`src/rtl/pipeline_sequencer.sv`:
```
// pipeline_sequencer: run/step/stop/halt sequencing of the 5-stage pipeline enables and flushes.
// Performance counters are built only when PIPE_SEQ_PERF_CNT_EN is defined.
module pipeline_sequencer #(
  parameter int DRAIN_CYCLES = 3,
  parameter int CNT_WIDTH    = 32
) (
  input  logic                 i_clk,
  input  logic                 i_reset,
  input  logic                 i_run,
  input  logic                 i_step,
  input  logic                 i_stop,
  input  logic                 i_stall,
  input  logic                 i_branch_taken,
  input  logic                 i_halt_decoded,
  output logic                 o_pc_en,
  output logic                 o_if_id_en,
  output logic                 o_if_id_flush,
  output logic                 o_id_ex_flush,
  output logic                 o_back_en,
  output logic                 o_running,
  output logic                 o_halted,
  output logic                 o_done,
  output logic [CNT_WIDTH-1:0] o_cycle_count,
  output logic [CNT_WIDTH-1:0] o_stall_count
);

  localparam int DW = (DRAIN_CYCLES > 1) ? $clog2(DRAIN_CYCLES) : 1;
  localparam logic [DW-1:0] DRAIN_LOAD = DW'(DRAIN_CYCLES - 1);

  typedef enum logic [2:0] {IDLE, RUN, STEP, DRAIN, HALTED} state_t;

  state_t        state, next_state;
  logic [DW-1:0] drain_cnt, drain_cnt_next;

  always_ff @(posedge i_clk) begin
    if (i_reset) begin
      state     <= IDLE;
      drain_cnt <= '0;
    end else begin
      state     <= next_state;
      drain_cnt <= drain_cnt_next;
    end
  end

  always_comb begin
    next_state     = state;
    drain_cnt_next = drain_cnt;
    o_pc_en        = 1'b0;
    o_if_id_en     = 1'b0;
    o_if_id_flush  = 1'b0;
    o_id_ex_flush  = 1'b0;
    o_back_en      = 1'b0;
    o_halted       = 1'b0;
    o_done         = 1'b0;
    o_running      = (state == RUN);

    case (state)
      IDLE: begin
        if (i_run)       next_state = RUN;
        else if (i_step) next_state = STEP;
      end
      RUN, STEP: begin
        o_back_en = 1'b1;
        if (i_stall) begin
          o_id_ex_flush = 1'b1;
        end else begin
          o_if_id_en    = 1'b1;
          o_pc_en       = !i_halt_decoded;
          o_if_id_flush = i_halt_decoded | i_branch_taken;
        end
        // An accepted HALT takes priority over stop and the end of a step
        if (!i_stall && i_halt_decoded) begin
          next_state     = DRAIN;
          drain_cnt_next = DRAIN_LOAD;
        end else if (state == STEP || i_stop) begin
          next_state = IDLE;
        end else begin
          next_state = RUN;
        end
      end
      DRAIN: begin
        o_if_id_en    = 1'b1;
        o_if_id_flush = 1'b1;
        o_back_en     = 1'b1;
        if (drain_cnt == '0) begin
          next_state = HALTED;
          o_done     = 1'b1;
        end else begin
          drain_cnt_next = drain_cnt - 1'b1;
        end
      end
      HALTED: o_halted = 1'b1;
      default: next_state = IDLE;
    endcase
  end

`ifdef PIPE_SEQ_PERF_CNT_EN
  logic                 adv, stall_adv;
  logic [CNT_WIDTH-1:0] cycle_count, stall_count;

  assign adv       = (state == RUN) || (state == STEP) || (state == DRAIN);
  assign stall_adv = ((state == RUN) || (state == STEP)) && i_stall;

  // Saturating counters; they hold whenever the pipeline is frozen
  always_ff @(posedge i_clk) begin
    if (i_reset) begin
      cycle_count <= '0;
      stall_count <= '0;
    end else begin
      if (adv && cycle_count != '1)       cycle_count <= cycle_count + 1'b1;
      if (stall_adv && stall_count != '1) stall_count <= stall_count + 1'b1;
    end
  end

  assign o_cycle_count = cycle_count;
  assign o_stall_count = stall_count;
`else
  assign o_cycle_count = '0;
  assign o_stall_count = '0;
`endif

endmodule

```
`config.mk`:
```
export PLATFORM = sky130hd
export DESIGN_NAME = pipeline_sequencer
export DESIGN_NICKNAME = d
export VERILOG_FILES = /design/src/rtl/pipeline_sequencer.sv
export SDC_FILE = /design/constraint.sdc
export NUM_CORES = 1
export LEC_CHECK = 0
export ABC_AREA = 1
export CAP_MARGIN = 20
export CORE_MARGIN = 10
export CORE_UTILIZATION = 34
export CTS_CLUSTER_DIAMETER = 100
export DETAILED_ROUTE_END_ITERATION = 8
export PLACE_DENSITY = 0.87
export SLEW_MARGIN = 20
export SYNTH_ARGS = -nofsm -noshare
export SYNTH_HDL_FRONTEND = slang
export SYNTH_SLANG_ARGS = --single-unit
```
`constraint.sdc`:
```
create_clock -name i_clk -period 2.6 [get_ports i_clk]
set_clock_uncertainty 0.2 [all_clocks]
set_input_delay 0.52 -clock i_clk [delete_from_list [all_inputs] [get_ports i_clk]]
set_output_delay 0.52 -clock i_clk [all_outputs]
set_load 0.1 [all_outputs]
```
== Yosys cells after proc, flatten, opt, wreduce, memory -nomap -nowiden ==
Index checks and enable logic that the tools add are counted.

* Register bits: 5
* Latch bits: 0
* Bits in writable memories: 0
* Bits in read-only memories: 0
* Input port bits: 8
* Output and inout port bits: 72
* Memories: 0

* Add/subtract/negate cells: 1
* Multiply operators: 0
* Divide/modulo/power cells: 0
* Order comparisons: 0
* Eq/ne operators: 8
* Shift operators: 0
* Mux-type cells: 21
* Bitwise operators: 2
* Reductions and logical operators: 11

{| class="wikitable"
|+ Operators by type and width
! cell !! count
|-
| 3-bit one-hot mux with 4 select lines || 1
|-
| 1-bit two-way mux || 11
|-
| 3-bit two-way mux || 3
|-
| 3-bit by 2-bit equality test with 1-bit output, second input constant || 2
|-
| 2-bit two-way mux || 3
|-
| 2-bit != test, second input constant || 3
|-
| 3-bit AND reduction || 2
|-
| 1-bit one-hot mux with 2 select lines || 2
|-
| 2-bit one-hot mux with 2 select lines || 1
|-
| 3-bit by 1-bit equality test with 1-bit output, second input constant || 1
|-
| 3-bit equality test, second input constant || 1
|-
| 3-bit logical NOT || 1
|-
| 3-bit != test, second input constant || 1
|-
| 3-bit OR reduction || 1
|-
| 1-bit logical NOT || 2
|-
| 2-bit logical NOT || 1
|-
| 2-bit nonzero test || 1
|-
| 2-bit OR reduction || 1
|-
| 2-bit by 1-bit subtractor with 2-bit output, second input constant || 1
|-
| 1-bit logical AND || 1
|-
| 1-bit logical OR || 1
|-
| 1-bit NOT || 1
|-
| 1-bit bitwise OR || 1
|}

== Logic depth before layout (Yosys ltp) ==
* Word-level depth: 5
* Mapped depth: 8

== Worst setup path before layout ==
No wires, ideal clock.

* Path type: reg-to-output
* Start point: reg state[2]
* End point: out o_if_id_flush
* Arrival time: 2.032 ns
* Slack: -0.152 ns
* Stages on the path, launching flop included: 6
* Path buffers: 0
* Path through: dfxtp_1 inv_2 nand3_2 nand2_2 nand2_1 o21ai_1

* Word-level cells in the longest chain between the ends: 3
* Elaborated cells between the ends (all ways): 5

{| class="wikitable"
|+ Ends and longest elaborated chain
! item !! RTL line !! text
|-
| start: declaration || 32 || <nowiki>state_t state, next_state;</nowiki>
|-
| start signal: assignment || 40 || <nowiki>state <= next_state;</nowiki>
|-
| 3-bit by 1-bit equality test with 1-bit output / 3-bit by 2-bit equality test with 1-bit output (equally long branches) || 57 || <nowiki>case (state)</nowiki>
|-
| 2-bit OR reduction || 57 ||
|-
| 1-bit one-hot mux with 2 select lines * || 57 ||
|-
| end: declaration || 17 || <nowiki>output logic o_if_id_flush,</nowiki>
|}

Every way passes the cells marked *; elsewhere a longest branch is shown, timed or not.

== Worst setup path in the final report ==
* Start point: in i_stall
* End point: out o_if_id_flush

* Word-level cells in the longest chain between the ends: 2

{| class="wikitable"
|+ Ends and longest elaborated chain
! item !! RTL line !! text
|-
| start: declaration || 12 || <nowiki>input logic i_stall,</nowiki>
|-
| 1-bit two-way mux || 64 || <nowiki>if (i_stall) begin</nowiki>
|-
| 1-bit one-hot mux with 2 select lines || 57 ||
|}

No other way between the ends.

==> results_dict.tcl <==
set metrics [dict create \
    grt_pass1_wl_um 2773 \
    start_util 0.3581 \
    cpPeakStageDelay_ns 0.40 \
    synth_most_common_cell "buf_4" \
    peakVddDrop_mv 0.3043 \
    path_max_fanout 3 \
    worst-setup-path-type "in2out" \
    swShare 0.7303 \
    drtIter0Drc 12 \
    netlist_area_sq_um 887.1 \
    ioPinCount 80 \
    synth_edf_count 0 \
    setup_tns_ns 0 \
    vias_per_cell 3.390 \
    place.gp.congestion 0.7769 \
    root_buffer "clkbuf_4" \
    clk_latency_ns 0.24 \
    htreeDepth 1 \
    wl_per_cell_um 10.12 \
    drive_gt1_frac 0.1776 \
    pwr_density_cell_mw_per_mm2 948.4 \
    rsz0062_at_grt "false" \
    cts_buffer_depth 2 \
    cts_tree "built" \
    end_kind "primary output" \
    hold_viol_final 0 \
    async_reset_ff_frac 0 \
    postRouteAntennaNets 0 \
    post_cts.repair.setup_buffers 0 \
    synth_compound_area_frac 0.03808 \
    cts.hold.buffers_added 0 \
    grt.total_usage 0.06478 \
    syn_inst 134 \
    critPathLaunchType "primary input" \
    first_global_vias 638 \
    synthAdderAreaFrac 0.01410 \
    cts.sinks 5 \
    synthMuxAreaShare 0 \
    fillers 276 \
    synth_top_cell_by_area "buf_4" \
    die_y_um 71.08 \
    grt_max_degree 5 \
    required_ns 1.88 \
    min_path_cells 2 \
    synth_top_family_by_area "buffers and inverters" \
    synth_top_area_share 0.5416 \
    crit_slowest_cell "clkdlybuf4s50_1" \
    grt_antenna_before_repair 0 \
    setup_viol_count_final 0 \
    layoutNonFillerInstCount 182 \
    drcViolationCount 0 \
    reg2reg_from "state[0]$_SDFFE_PP0P_" \
    path_cells "clkdlybuf4s50_1 > inv_1 > nand2_1 > o21ai_2 > buf_12" \
    ys_ff_latch 5 \
    final_nets 162 \
    dp_hpwl_um 1737 \
    hold_ws_ns 0.2819 \
    die_area_sq_mm 0.005052 \
    p_int_mw 0.2359 \
    outcome "complete, no violations" \
    cts_resized 0 \
    postRouteWirelength_um 1841 \
    overflow 0 \
    hp-class "reg2reg" \
    row_count 18 \
    synth_cell_types 19 \
    fin_area_sq_um 922.1 \
    final_util 0.3722 \
    crit_arrival_ns 1.51 \
    worstHoldEndpoint "drain_cnt[0]$_SDFFE_PP0P_" \
    min_from "drain_cnt[0]$_SDFFE_PP0P_" \
    power_leakage_nw 0.5562 \
    synth_xor_area_frac 0 \
    fp.coreArea_sq_mm 0.002477 \
    numPlacedInstances 178 \
    drv_slew 0 \
    synth_area_leaders "buf_4, dfxtp_1, nand2_1" \
    p_clk_frac 0.101 \
    share_comb_of_total_power 0.787 \
    synth-simple-area-share 0.2087 \
    syn_avg_cell_area_sq_um 6.620 \
    startpoint "i_stall" \
    synthTopCellsByCount "buf_4, nand2_1, inv_1" \
    critical_path.top_delay_family "buffers and inverters" \
    max_freq_ghz 0.4479 \
    ys_seq_area_frac 0.1128 \
    clk_pin_slew_ns 0.04 \
    die_width_um 71.08 \
    portBuffers 15 \
    syn2layout_area_growth_pct 3.949 \
    r2r_cells 7 \
    power_frac_seq 0.112 \
    crit_buf_inv 3 \
    post-route-period-util 0.8588 \
    first_pass_iters 2 \
    multi_input_area_sq_um 481.7 \
    dpl_cell_area_sq_um 895.9 \
    p_sw_mw 0.6387 \
    vias 617 \
    r2r_end "state[1]$_SDFFE_PP0P_" \
    regArea_sq_um 100.1 \
    synth_ff_type "dfxtp_1" \
    r2r_slack_ns 1.29 \
    n_antenna_cell 0 \
    yosys_warnings 0 \
    numCtsBuffers 3 \
    fin_crit_ns 2.233 \
    drv_cap 0 \
]
flip-flops by register name, indices dropped and copies added, names as in the netlist:
signal     count
drain_cnt      2
state          3
how the worst max path moves through the flow:
stage	cells past startpoint	to
global route	5	o_if_id_flush
floorplan	5	o_if_id_flush
finish	5	o_if_id_flush
global placement	5	o_if_id_flush
CTS	5	o_if_id_flush
detailed placement	5	o_if_id_flush
per-stage QoR:
stage	worst slack [ns]	power [mW]
2_1_floorplan	0.3419	0.7744
3_3_place_gp	0.3760	0.7766
3_5_place_dp	0.3791	0.7834
4_1_cts	0.3604	0.8742
5_1_grt	0.2854	0.9123
6_report	0.3672	0.8745
layout by cell type, fill, tap and decap left out, drive strengths merged:
master         synthesis  final
nor2                  10     10
clkbuf                 0      4
conb                   1     64
ha                     1      1
nand2                 22     22
clkinv                 1      1
dfxtp                  5      5
buf                   64      8
inv                   18     18
clkdlybuf4s50          0      7
o21ai                  1      1
or2                    1      1
nand3                  4      4
nand4                  1      1
a21oi                  5      5
layer usage:
layer  vias to the layer above  global-route usage  wire [um]
met1                       261             0.05887        613
met3                         4             0.05579        299
met4                         0             0.01935         22
met2                        48              0.1058        905
li1                        304                   -          -
met5                         -                   0          0
cell families after synthesis:
| logic type | after synthesis |
|---|---|
| buf+inv | 83 |
| simple gates | 38 |
| compound gates | 6 |
| other cells | 1 |
| flops | 5 |
| fa+ha+maj | 1 |
final cells by class:
cell class                 instances  area share
sequential                         5      0.1085
multi-input combinational        109      0.5224
inverter                          19     0.07734
timing repair buffer              15      0.2225
clock buffer                       4     0.02849
tap                               30     0.04071
power by group through the flow:
| stage | sequential [mW] | combinational [mW] | clock, mW |
|---|---|---|---|
| 2_1_floorplan | 0.0975 | 0.677 | 0 |
| 3_3_place_gp | 0.0983 | 0.678 | 0 |
| 3_5_place_dp | 0.0990 | 0.684 | 0 |
| 4_1_cts | 0.0976 | 0.686 | 0.0906 |
| 5_1_grt | 0.0996 | 0.714 | 0.0988 |
| 6_report | 0.0978 | 0.688 | 0.0884 |
worst reg2reg max path, cell delays in order, from the launching register on:
cell      delay, ns
dfxtp_1        0.34
nor2_1         0.24
nand2_1        0.12
clkinv_1       0.07
nand2_1        0.05
nand2_1        0.07
nand2_1        0.06
a21oi_2        0.10
(Power assumes the default switching activity.)
